`config.mk`:
```
export PLATFORM = sky130hd
export DESIGN_NAME = rvj1_mem_arbiter
export DESIGN_NICKNAME = d
export VERILOG_FILES = /design/src/rtl/rvj1_mem_arbiter.sv
export SDC_FILE = /design/constraint.sdc
export NUM_CORES = 1
export LEC_CHECK = 0
export CAP_MARGIN = 20
export CORE_AREA = 10 10 101 103
export CTS_BUF_LIST = sky130_fd_sc_hd__clkbuf_8
export CTS_CLUSTER_SIZE = 30
export DETAILED_ROUTE_END_ITERATION = 10
export DIE_AREA = 0 0 111 113
export GPL_TIMING_DRIVEN = 0
export PLACE_DENSITY = 0.93
export SYNTH_ARGS = -nofsm -noshare
export SYNTH_HDL_FRONTEND = slang
export SYNTH_SLANG_ARGS = --single-unit
```
`constraint.sdc`:
```
create_clock -name clk_i -period 3.7 [get_ports clk_i]
set_clock_uncertainty 0.05 [all_clocks]
set_input_delay 0.37 -clock clk_i [delete_from_list [all_inputs] [get_ports clk_i]]
set_output_delay 0.37 -clock clk_i [all_outputs]
set_load 0.01 [all_outputs]
```
`src/rtl/rvj1_mem_arbiter.sv`:
```
// -----------------------------------------------------------------------------
// rvj1_mem_arbiter
//
// Shares one memory port between instruction fetch (port 0, read-only) and the
// load-store unit (port 1, read/write). The arbiter picks which requester
// drives the memory request and records the source of every accepted request
// in an ID FIFO. In-order memory responses are then routed back to the
// requester at the FIFO head.
//
// Build option:
//   ARB_DATA_PRIO_EN  defined   -> data port wins whenever both ports request
//                     undefined -> round-robin between the two ports
//                                  (data port favoured first after reset)
//
// Ports:
//   clk_i, rst_i             clock, synchronous active-high reset
//   if_req_*  / if_rsp_*     fetch request (addr/valid/ready) and response
//   d_req_*   / d_rsp_*      data request (addr/data/strobe/write) and response
//   mem_req_* / mem_rsp_*    shared memory request and in-order response
//   ghost_rsp_o              sticky flag: response seen with nothing outstanding
// -----------------------------------------------------------------------------
module rvj1_mem_arbiter #(
    parameter int XLEN            = 32,
    parameter int NBYTES          = 4,
    parameter int MAX_OUTSTANDING = 4
) (
    input  logic              clk_i,
    input  logic              rst_i,

    input  logic [XLEN-1:0]   if_req_addr_i,
    input  logic              if_req_valid_i,
    output logic              if_req_ready_o,
    output logic [XLEN-1:0]   if_rsp_data_o,
    output logic              if_rsp_error_o,
    output logic              if_rsp_valid_o,
    input  logic              if_rsp_ready_i,

    input  logic [XLEN-1:0]   d_req_addr_i,
    input  logic [XLEN-1:0]   d_req_data_i,
    input  logic [NBYTES-1:0] d_req_strobe_i,
    input  logic              d_req_write_i,
    input  logic              d_req_valid_i,
    output logic              d_req_ready_o,
    output logic [XLEN-1:0]   d_rsp_data_o,
    output logic              d_rsp_error_o,
    output logic              d_rsp_valid_o,
    input  logic              d_rsp_ready_i,

    output logic [XLEN-1:0]   mem_req_addr_o,
    output logic [XLEN-1:0]   mem_req_data_o,
    output logic [NBYTES-1:0] mem_req_strobe_o,
    output logic              mem_req_write_o,
    output logic              mem_req_valid_o,
    input  logic              mem_req_ready_i,
    input  logic [XLEN-1:0]   mem_rsp_data_i,
    input  logic              mem_rsp_error_i,
    input  logic              mem_rsp_valid_i,
    output logic              mem_rsp_ready_o,

    output logic              ghost_rsp_o
);

    localparam int PTR_W = (MAX_OUTSTANDING > 1) ? $clog2(MAX_OUTSTANDING) : 1;
    localparam int CNT_W = PTR_W + 1;

    typedef enum logic {
        PORT_IF = 1'b0,
        PORT_D  = 1'b1
    } port_e;

    // Request-side state
    logic             r_lock;
    port_e            r_lock_port;
`ifndef ARB_DATA_PRIO_EN
    port_e            r_last;        // port granted by the most recent fire
`endif

    // Outstanding-ID FIFO
    port_e            r_id_mem [MAX_OUTSTANDING];
    logic [PTR_W-1:0] r_wr_ptr;
    logic [PTR_W-1:0] r_rd_ptr;
    logic [CNT_W-1:0] r_count;
    logic             r_ghost;

    port_e            w_sel;
    logic             w_sel_valid;
    logic             w_full;
    logic             w_empty;
    logic             w_req_valid;
    logic             w_req_fire;
    port_e            w_head;
    logic             w_pop;

    assign w_full  = (r_count == CNT_W'(MAX_OUTSTANDING));
    assign w_empty = (r_count == '0);

    // -------------------------------------------------------------------------
    // Grant selection. While locked the stalled selection is held so the
    // presented request never changes before it is accepted.
    // -------------------------------------------------------------------------
    // NOTE: every output of a combinational block gets a default first, so no
    // path through the block can leave it unassigned and infer a latch.
    always_comb begin
        w_sel = PORT_D;
        if (r_lock) begin
            w_sel = r_lock_port;
        end else if (if_req_valid_i && d_req_valid_i) begin
`ifdef ARB_DATA_PRIO_EN
            w_sel = PORT_D;
`else
            w_sel = (r_last == PORT_D) ? PORT_IF : PORT_D;
`endif
        end else if (if_req_valid_i) begin
            w_sel = PORT_IF;
        end
    end

    assign w_sel_valid = (w_sel == PORT_D) ? d_req_valid_i : if_req_valid_i;

    // A full FIFO blocks the grant even if a pop happens this cycle; this keeps
    // the response path from reaching the request handshake combinationally.
    assign w_req_valid = w_sel_valid && !w_full;
    assign w_req_fire  = w_req_valid && mem_req_ready_i;

    assign mem_req_valid_o = w_req_valid;
    assign if_req_ready_o  = w_req_valid && (w_sel == PORT_IF) && mem_req_ready_i;
    assign d_req_ready_o   = w_req_valid && (w_sel == PORT_D)  && mem_req_ready_i;

    // Payload mux: fetches are full-word reads
    always_comb begin
        mem_req_addr_o   = if_req_addr_i;
        mem_req_data_o   = '0;
        mem_req_strobe_o = '1;
        mem_req_write_o  = 1'b0;
        if (w_sel == PORT_D) begin
            mem_req_addr_o   = d_req_addr_i;
            mem_req_data_o   = d_req_data_i;
            mem_req_strobe_o = d_req_strobe_i;
            mem_req_write_o  = d_req_write_i;
        end
    end

    // -------------------------------------------------------------------------
    // Response routing. With nothing outstanding the memory response is drained
    // (ready=1) and flagged as a ghost instead of reaching either requester.
    // -------------------------------------------------------------------------
    assign w_head = r_id_mem[r_rd_ptr];

    assign if_rsp_valid_o  = mem_rsp_valid_i && !w_empty && (w_head == PORT_IF);
    assign d_rsp_valid_o   = mem_rsp_valid_i && !w_empty && (w_head == PORT_D);
    assign mem_rsp_ready_o = w_empty ? 1'b1
                           : ((w_head == PORT_D) ? d_rsp_ready_i : if_rsp_ready_i);
    assign w_pop           = mem_rsp_valid_i && mem_rsp_ready_o && !w_empty;

    assign if_rsp_data_o  = mem_rsp_data_i;
    assign if_rsp_error_o = mem_rsp_error_i;
    assign d_rsp_data_o   = mem_rsp_data_i;
    assign d_rsp_error_o  = mem_rsp_error_i;

    assign ghost_rsp_o = r_ghost;

    // -------------------------------------------------------------------------
    // Control state
    // -------------------------------------------------------------------------
    // NOTE: sequential state uses non-blocking assignments so every register
    // samples the pre-edge values, independent of statement order.
    always_ff @(posedge clk_i) begin
        if (rst_i) begin
            r_lock      <= 1'b0;
            r_lock_port <= PORT_D;
            r_wr_ptr    <= '0;
            r_rd_ptr    <= '0;
            r_count     <= '0;
            r_ghost     <= 1'b0;
        end else begin
            // Lock while a presented request is stalled; a fire releases it
            r_lock      <= w_req_valid && !mem_req_ready_i;
            r_lock_port <= w_sel;

            if (w_req_fire) begin
                r_wr_ptr <= r_wr_ptr + PTR_W'(1);
            end
            if (w_pop) begin
                r_rd_ptr <= r_rd_ptr + PTR_W'(1);
            end

            case ({w_req_fire, w_pop})
                2'b10:   r_count <= r_count + CNT_W'(1);
                2'b01:   r_count <= r_count - CNT_W'(1);
                default: r_count <= r_count;
            endcase

            if (mem_rsp_valid_i && w_empty) begin
                r_ghost <= 1'b1;
            end
        end
    end

`ifndef ARB_DATA_PRIO_EN
    // Reset value PORT_IF makes the data port win the first contended grant
    always_ff @(posedge clk_i) begin
        if (rst_i) begin
            r_last <= PORT_IF;
        end else if (w_req_fire) begin
            r_last <= w_sel;
        end
    end
`endif

    // NOTE: FIFO storage is not reset; entries are only read while r_count
    // says they are valid, so clearing the pointers is sufficient.
    always_ff @(posedge clk_i) begin
        if (w_req_fire) begin
            r_id_mem[r_wr_ptr] <= w_sel;
        end
    end

endmodule
```
# Word level (Yosys, flattened, before mapping)
# Memories as Yosys holds them, arrays and structs flattened. A register that Yosys moved wholly into a read port is not among the register bits.
# Index checks and enable logic that the tools add are counted.
[classes] n_addsub=4 n_eq_ne=3 muxes=16 bitwise_logic=2 reduce_logical=19
[ops] cell="32-bit two-way mux" count=2
[ops] cell="1-bit logical AND" count=14
[ops] cell="1-bit two-way mux" count=10
[ops] cell="3-bit one-hot mux with 2 select lines" count=1
[ops] cell="2-bit by 1-bit adder with 2-bit output (second input constant)" count=2
[ops] cell="2-bit two-way mux" count=2
[ops] cell="4-bit two-way mux" count=1
[ops] cell="3-bit by 1-bit adder with 3-bit output (second input constant)" count=1
[ops] cell="3-bit == test (second input constant)" count=1
[ops] cell="1-bit zero test" count=3
[ops] cell="3-bit zero test" count=1
[ops] cell="3-bit by 1-bit subtractor with 3-bit output (second input constant)" count=1
[ops] cell="2-bit by 1-bit == test with 1-bit output (second input constant)" count=1
[ops] cell="2-bit == test (second input constant)" count=1
[ops] cell="1-bit inverter" count=2
[ops] cell="2-bit nonzero test" count=1
[totals] ff_bits=11 ramBits=4 input_bits=142 out_inout_bits=142 wordCells=52 memories=1
[memory_table] memory="r_id_mem" words=4 width=1 read_ports=1 rd_clocked_by_memory_dff=1 wr=1 line="79" text="port_e r_id_mem [MAX_OUTSTANDING];"

# Longest topological paths before layout
# Gate-level depths: netlist of the first run.
[depth] word_depth=8 mapped_depth=9 mapped_depth_nobuf=9

# Least setup slack after synthesis of the first run
# No wires, ideal clock.
[synth_path] path_type="register to register" startpoint="reg (tool-made name)" endpoint="reg r_count[2]" setup_time_ns=0.070 arrival_time_ns=2.301 required_ns=3.580 slack_ns=1.278 path_stages_with_launch=9 cell_sequence="dfxtp_1 > mux4_2 > mux2i_2 > nor2_2 > ha_1 > fa_1 > xnor2_1 > or3_1 > a21oi_1"
[synth_lines] element="end signal, assigned" line="188" text="2'b10: r_count <= r_count + CNT_W'(1);"
[synth_lines] element="end signal, assigned" line="189" text="2'b01: r_count <= r_count - CNT_W'(1);"
[synth_lines] element="end signal, assigned" line="190" text="default: r_count <= r_count;"
[synth_lines] element="end, declared" line="82" text="logic [CNT_W-1:0] r_count;"

# Worst setup path after layout of the first run
[layout_path] startpoint="in d_req_valid_i" endpoint="out mem_req_addr_o[30]"
[layout_via] elab_chain_cells=4
[layout_rtl] element="start, declared" line="42" text="input logic d_req_valid_i,"
[layout_rtl] element="1-bit logical AND" line="107" text="end else if (if_req_valid_i && d_req_valid_i) begin"
[layout_rtl] element="1-bit two-way mux" line="107"
[layout_rtl] element="1-bit two-way mux" line="105" text="if (r_lock) begin"
[layout_rtl] element="32-bit two-way mux" line="135" text="if (w_sel == PORT_D) begin"
[layout_rtl] element="end, declared" line="49" text="output logic [XLEN-1:0] mem_req_addr_o,"
# No other way between the ends.

==> run_results.csv, run 1 <==
group,metric,value,unit
status,outcome,"complete, no violations",
clock_network,cts_sinks,17,
synth,synth_warnings,0,
cells_and_area,final_util,57.1,%
clock_network,cts_resized,0,
floorplan,io_pins,284,
cells_and_area,stdcell_area,0.00464,mm^2
global_route,grt.busiest_layer,"met2",
timing,slew_viol_final,0,
timing,tns,0,ns
timing,fmax,330,MHz
synth,synth_area_per_cell,8.65,um^2
timing,period_minus_slack,3.03,ns
synth,syn_area,0.00196,mm^2
clock_network,ctsHoldBuffers,0,
cells_and_area,area_growth,136,%
drt,drc,0,
timing,finalCritPeriodShare,82.0,%
clock_network,clock-root-buffer,"clkbuf_8",
clock_network,cts_tree,"built",
global_route,grt_use_total,16.9,%
setup_path,startpoint_type,"primary input",
drt,wl,11800,um
place,placed_area,0.00460,mm^2
setup_path,reg2reg_from,"r_count[0]",
cells_and_area,layout-drive-gt1-share,23.1,%
drt,first_pass_iters,4,
place,dp_hpwl,11000,um
synth,async_reset_ff_share,0,%
setup_path,crit_fanout,10,
timing,worst_pin_slew,0.446,ns
setup_path,critical_path_class,"in2out",
power,p_per_area,223,mW/mm^2
global_route,overflow,0,
global_route,grt_pass1_wl,16900,um
clock_network,cts_buffers,3,
synth,synth_flop_cell,"dfxtp_1",
clock_network,path_clk_slew,0.06,ns
synth,synth-edff-count,4,
synth,ys_seq_elements,17,
floorplan,die-area,0.0125,mm^2
global_route,use_met2,34.7,%
cells_and_area,diodes,0,
drt,avgViaCountPerCell,4.20,
power,leakage,1.90,nW
global_route,grt_antenna_before_repair,0,
synth,synth.area.top_cells,"buf_4 (25%), mux2_2 (18%), dfxtp_1 (13%)",
setup_path,cp-end-kind,"primary output",
timing,relSlewSlack,70.2,%
global_route,grt_pass1_vias,2795,
global_route,grt_max_degree,14,
drt,ant_nets,0,
place,dp_slack,0.634,ns
floorplan,die_y,113,um
clock_network,cts.path.max_buffers,2,
synth,syn_inst,227,
cells_and_area,instances_no_fill,586,
cells_and_area,nets,630,
floorplan,start_util,24.2,%
floorplan,dieWidth,111,um
place,gp_congestion,0.779,
place,dp_cells,582,
clock_network,cts_setup_buffers,0,
timing,rsz0062_at_grt,"no",
floorplan,rows,33,
setup_path,cp.arrival,2.61,ns
power,ir_drop,0.131,mV
synth,seq_area_frac_synth,19.4,%
synth,synth.distinct_cells,36,
clock_network,insertion_delay,0.24,ns
clock_network,ctsHtreeMaxLevel,1,
drt,drt_iter0_markers,51,
drt,vias,2463,
place,portBuffers,250,
drt,wl_per_cell,20.1,um
synth,synth_top_area_share,25.2,%
setup_path,reg2reg_to,"r_count[2]",
min_path,hp-class,"reg2reg",
timing,setup_slack,0.668,ns
synth,syn-num-nets,375,
min_path,min_to,"ghost_rsp_o",
floorplan,coreArea,0.00813,mm^2
global_route,met1_usage,14.8,%
timing,setup_violations,0,
min_path,hold_depth,2,
setup_path,rrSetupSlack,1.08,ns
timing,hold_viol_final,0,
run,maxCapViolCount,0,
setup_path,required,3.28,ns
setup_path,reg2regPathDepth,9,
synth,synth_top_area_cell,"buf_4",
min_path,min-delay-start,"ghost_rsp_o",
global_route,use_met3,6.55,%
-- worst max path at each step --
stage / end / start
after floorplan: r_count[2] / flip-flop
after global placement: mem_req_addr_o[30] / d_req_valid_i
after detailed placement: mem_req_addr_o[30] / d_req_valid_i
after CTS: mem_req_addr_o[30] / d_req_valid_i
after global routing: mem_req_data_o[29] / d_req_valid_i
final: mem_req_addr_o[30] / d_req_valid_i
-- area by class of cell --
type | count | area, um^2
Inverter | 6 | 22.5
Buffer | 75 | 534
Clock inverter | 1 | 3.75
Tap cell | 105 | 131
Timing Repair Buffer | 250 | 2500
Fill cell | 672 | 3490
Sequential cell | 17 | 380
Clock buffer | 3 | 41.3
Multi-Input combinational cell | 129 | 1030
-- worst max-delay path, cell delays in order --
cell	delay [ns]
clkdlybuf4s50_1	0.54
nor2b_1	0.15
o31a_1	0.12
buf_2	0.23
buf_2	0.29
mux2_2	0.38
clkdlybuf4s50_1	0.53
-- report_power, final --
group          internal, W  switching, W  total, W
Combinational     0.000428      0.000248  0.000676
Sequential        0.000210     0.0000181  0.000229
Clock            0.0000734     0.0000579  0.000131
-- cells in the mapped netlist, types with 2 or more instances --
| cell | instances |
|---|---|
| o31ai_1 | 3 |
| nor2b_1 | 2 |
| clkbuf_1 | 5 |
| o21ai_0 | 2 |
| mux2_1 | 2 |
| buf_2 | 4 |
| edfxtp_1 | 4 |
| nand4_1 | 3 |
| mux2_2 | 32 |
| nor3_1 | 2 |
| buf_4 | 66 |
| dfxtp_1 | 13 |
| ha_1 | 5 |
| nand2_1 | 3 |
| and2_1 | 37 |
| or3_1 | 2 |
| nand2b_1 | 5 |
| nor2_1 | 8 |
| inv_1 | 6 |
| a21oi_1 | 7 |
-- metal layers --
layer,wire length (um),share of wire (%),vias to the layer above
met5,0,0,-
met4,260,2.2,0
met3,999,8.5,14
met2,6760,57,117
met1,3750,32,1140
li1,-,-,1192
-- metrics by stage --
step | power, W | hold slack [ns]
floorplan | 0.000514 | 0.399
global placement | 0.000899 | 0.398
detailed placement | 0.000916 | 0.410
CTS | 0.00105 | 0.426
global route | 0.00110 | 0.459
finish | 0.00104 | 0.419
-- placed cells by master, fill, tap and decap left out, drive strengths merged, types with 3 or more instances in the layout --
cell           synthesis  routed
nand2                  3       3
o31ai                  3       3
a21oi                  7       7
clkbuf                 5       8
mux2                  34      34
ha                     5       5
nand4                  3       3
and2                  37      37
or3                    3       3
dfxtp                 13      13
edfxtp                 4       4
inv                    6       7
buf                   70      70
nand2b                 5       5
nor2                   9       9
clkdlybuf4s50          0     250
-- logic make-up after synthesis --
logic type | count (synthesis) | share of synthesized area [%]
buf+inv | 81 | 28.3
compound gates | 16 | 5.16
mux | 37 | 21.8
fa+ha+maj | 6 | 4.20
flops | 17 | 19.4
xor+xnor | 2 | 0.892
simple gates | 68 | 20.2
(Power assumes the default switching activity.)
==> run 2, diff against run 1 <==
--- a/config.mk
+++ b/config.mk
@@ -6,13 +6,13 @@
 export NUM_CORES = 1
 export LEC_CHECK = 0
 export CAP_MARGIN = 20
-export CORE_AREA = 10 10 101 103
+export CORE_MARGIN = 10
+export CORE_UTILIZATION = 22
 export CTS_BUF_LIST = sky130_fd_sc_hd__clkbuf_8
 export CTS_CLUSTER_SIZE = 30
 export DETAILED_ROUTE_END_ITERATION = 10
-export DIE_AREA = 0 0 111 113
 export GPL_TIMING_DRIVEN = 0
-export PLACE_DENSITY = 0.93
+export PLACE_DENSITY = 0.9
 export SYNTH_ARGS = -nofsm -noshare
 export SYNTH_HDL_FRONTEND = slang
 export SYNTH_SLANG_ARGS = --single-unit
==> constraint.sdc (replaced) <==
create_clock -name clk_i -period 2.5 [get_ports clk_i]
set_clock_uncertainty 0.05 [all_clocks]
set_input_delay 0.25 -clock clk_i [delete_from_list [all_inputs] [get_ports clk_i]]
set_output_delay 0.25 -clock clk_i [all_outputs]
set_load 0.01 [all_outputs]
==> run_results.csv, run 2 (same netlist as run 1, synthesis figures left out) <==
group,metric,value,unit
drt,wl,11700,um
floorplan,coreArea,0.00872,mm^2
power,comb_power_share,64.7,%
place,dp_cells,585,
cells_and_area,final_common_cell,"clkdlybuf4s50_1",
drt,vias,2468,
power,p_per_area,326,mW/mm^2
timing,slew_viol_final,0,
timing,rsz0062_at_grt,"yes",
global_route,grt_max_degree,14,
clock_network,path_clk_slew,0.07,ns
setup_path,crit_fanout,3,
timing,relSlewSlack,65.0,%
power,power_switching,0.000488,W
cells_and_area,stdcell_area,0.00471,mm^2
clock_network,clock-root-buffer,"clkbuf_8",
clock_network,cts_tree,"built",
global_route,grt_use_total,16.4,%
place,placed_area,0.00460,mm^2
timing,setup_violations,0,
drt,wl_per_cell,19.7,um
clock_network,ctsHoldBuffers,0,
drt,first_pass_iters,4,
drt,ant_nets,0,
floorplan,dieWidth,114,um
timing,period_minus_slack,2.46,ns
timing,finalCritPeriodShare,98.5,%
power,p_total,0.00154,W
global_route,grt_pass1_vias,2834,
power,power.internal,0.00105,W
power,leakage,2.02,nW
cells_and_area,diodes,0,
global_route,grt.busiest_layer,"met2",
global_route,overflow,0,
timing,worst_pin_slew,0.526,ns
timing,hold_viol_final,0,
setup_path,critical_path_class,"reg2reg",
place,dp_hpwl,10800,um
cells_and_area,layout-drive-gt1-share,25.7,%
clock_network,ctsHtreeMaxLevel,1,
cells_and_area,instances_no_fill,594,
setup_path,cp.arrival,2.60,ns
drt,avgViaCountPerCell,4.15,
setup_path,startpoint_type,"flip-flop",
global_route,use_met2,33.7,%
clock_network,insertion_delay,0.25,ns
timing,setup_slack,0.0367,ns
floorplan,die-area,0.0131,mm^2
clock_network,cts_sinks,17,
timing,whs,0.434,ns
global_route,use_met3,7.02,%
setup_path,required,2.64,ns
power,swShare,31.8,%
min_path,hp-class,"reg2reg",
cells_and_area,area_growth,140,%
floorplan,io_pins,284,
floorplan,rows,34,
setup_path,cp-end-kind,"flip-flop",
power,pwr-share-seq,22.1,%
drt,drc,0,
drt,drt_iter0_markers,54,
timing,fmax,406,MHz
status,outcome,"complete, no violations",
floorplan,start_util,22.5,%
power,ir_drop,0.173,mV
global_route,grt_pass1_wl,16800,um
global_route,met1_usage,13.6,%
place,portBuffers,250,
place,gp_congestion,0.809,
clock_network,cts_buffers,3,
power,pwr-share-clk,13.2,%
run,maxCapViolCount,0,
cells_and_area,final_cell_mix,"clkdlybuf4s50_1 (216), buf_4 (71), and2_1 (37)",
place,dp_slack,-0.355,ns
floorplan,die_y,114,um
cells_and_area,nets,635,
clock_network,cts.path.max_buffers,2,
global_route,grt_antenna_before_repair,0,
-- run 2: cell types whose count changed in the layout (fill, tap and decap cells not counted), sizes merged --
cell,change
buf,+5
dlygate4sd2,+32
dlymetal6s2s,+2
clkdlybuf4s50,-34
-- run 2: worst max-delay path, stage by stage (launching register included) --
cell,delay [ns]
edfxtp_1,0.37
mux4_2,0.53
mux2i_4,0.20
nor2_2,0.07
ha_2,0.19
fa_1,0.37
xnor2_1,0.15
or3_1,0.33
a21oi_2,0.14
-- run 2: path summary, 6_finish.rpt --
path	from	end	slack (ns)	cells past startpoint
max reg2reg	r_id_mem[2]	r_count[2]	0.04	8
min	ghost_rsp_o	ghost_rsp_o	0.43	2
min reg2reg	ghost_rsp_o	ghost_rsp_o	0.43	2
max	r_id_mem[2]	r_count[2]	0.04	8
-- run 2: area by class of cell --
cell class              count  area [um^2]
flip-flops and latches     17          382
multi-input cells         129         1050
well taps                 108          135
clock buffers               3         41.3
fillers                   790         4010
clock inverters             1         3.75
plain buffers              75          569
repair buffers            255         2500
inverters                   6         22.5
-- run 2: power by group through the flow --
| stage | sequential [W] | combinational (W) | clock, W |
|---|---|---|---|
| 2_1_floorplan | 0.000340 | 0.000420 | 0 |
| 3_3_place_gp | 0.000342 | 0.000983 | 0 |
| 3_5_place_dp | 0.000344 | 0.00100 | 0 |
| 4_1_cts | 0.000338 | 0.00100 | 0.000208 |
| 5_1_grt | 0.000346 | 0.00107 | 0.000220 |
| 6_report | 0.000339 | 0.000995 | 0.000202 |
-- run 2: per-layer routing --
layer	part of all wire, %	routed length (um)
met1	29	3390
met2	60	7070
met3	9.1	1070
met4	1.7	199
met5	0	0
-- run 2: metrics by stage --
step | util (%) | setup TNS, ns
2_1_floorplan | - | 0
3_3_place_gp | 52.8 | -13.66
3_5_place_dp | 52.8 | -14.61
4_1_cts | 53.8 | 0
5_1_grt | 54.0 | -0.0908
6_report | 54.0 | 0
-- run 2: repair_timing --
action / 4_1_cts / 5_1_grt
hold endpoints to repair: 0 / 0
gates resized for setup: 49 / 5
endpoints found under the setup margin: 69 / 33
buffers inserted: 4 / 1
pin swaps: 1 / 0
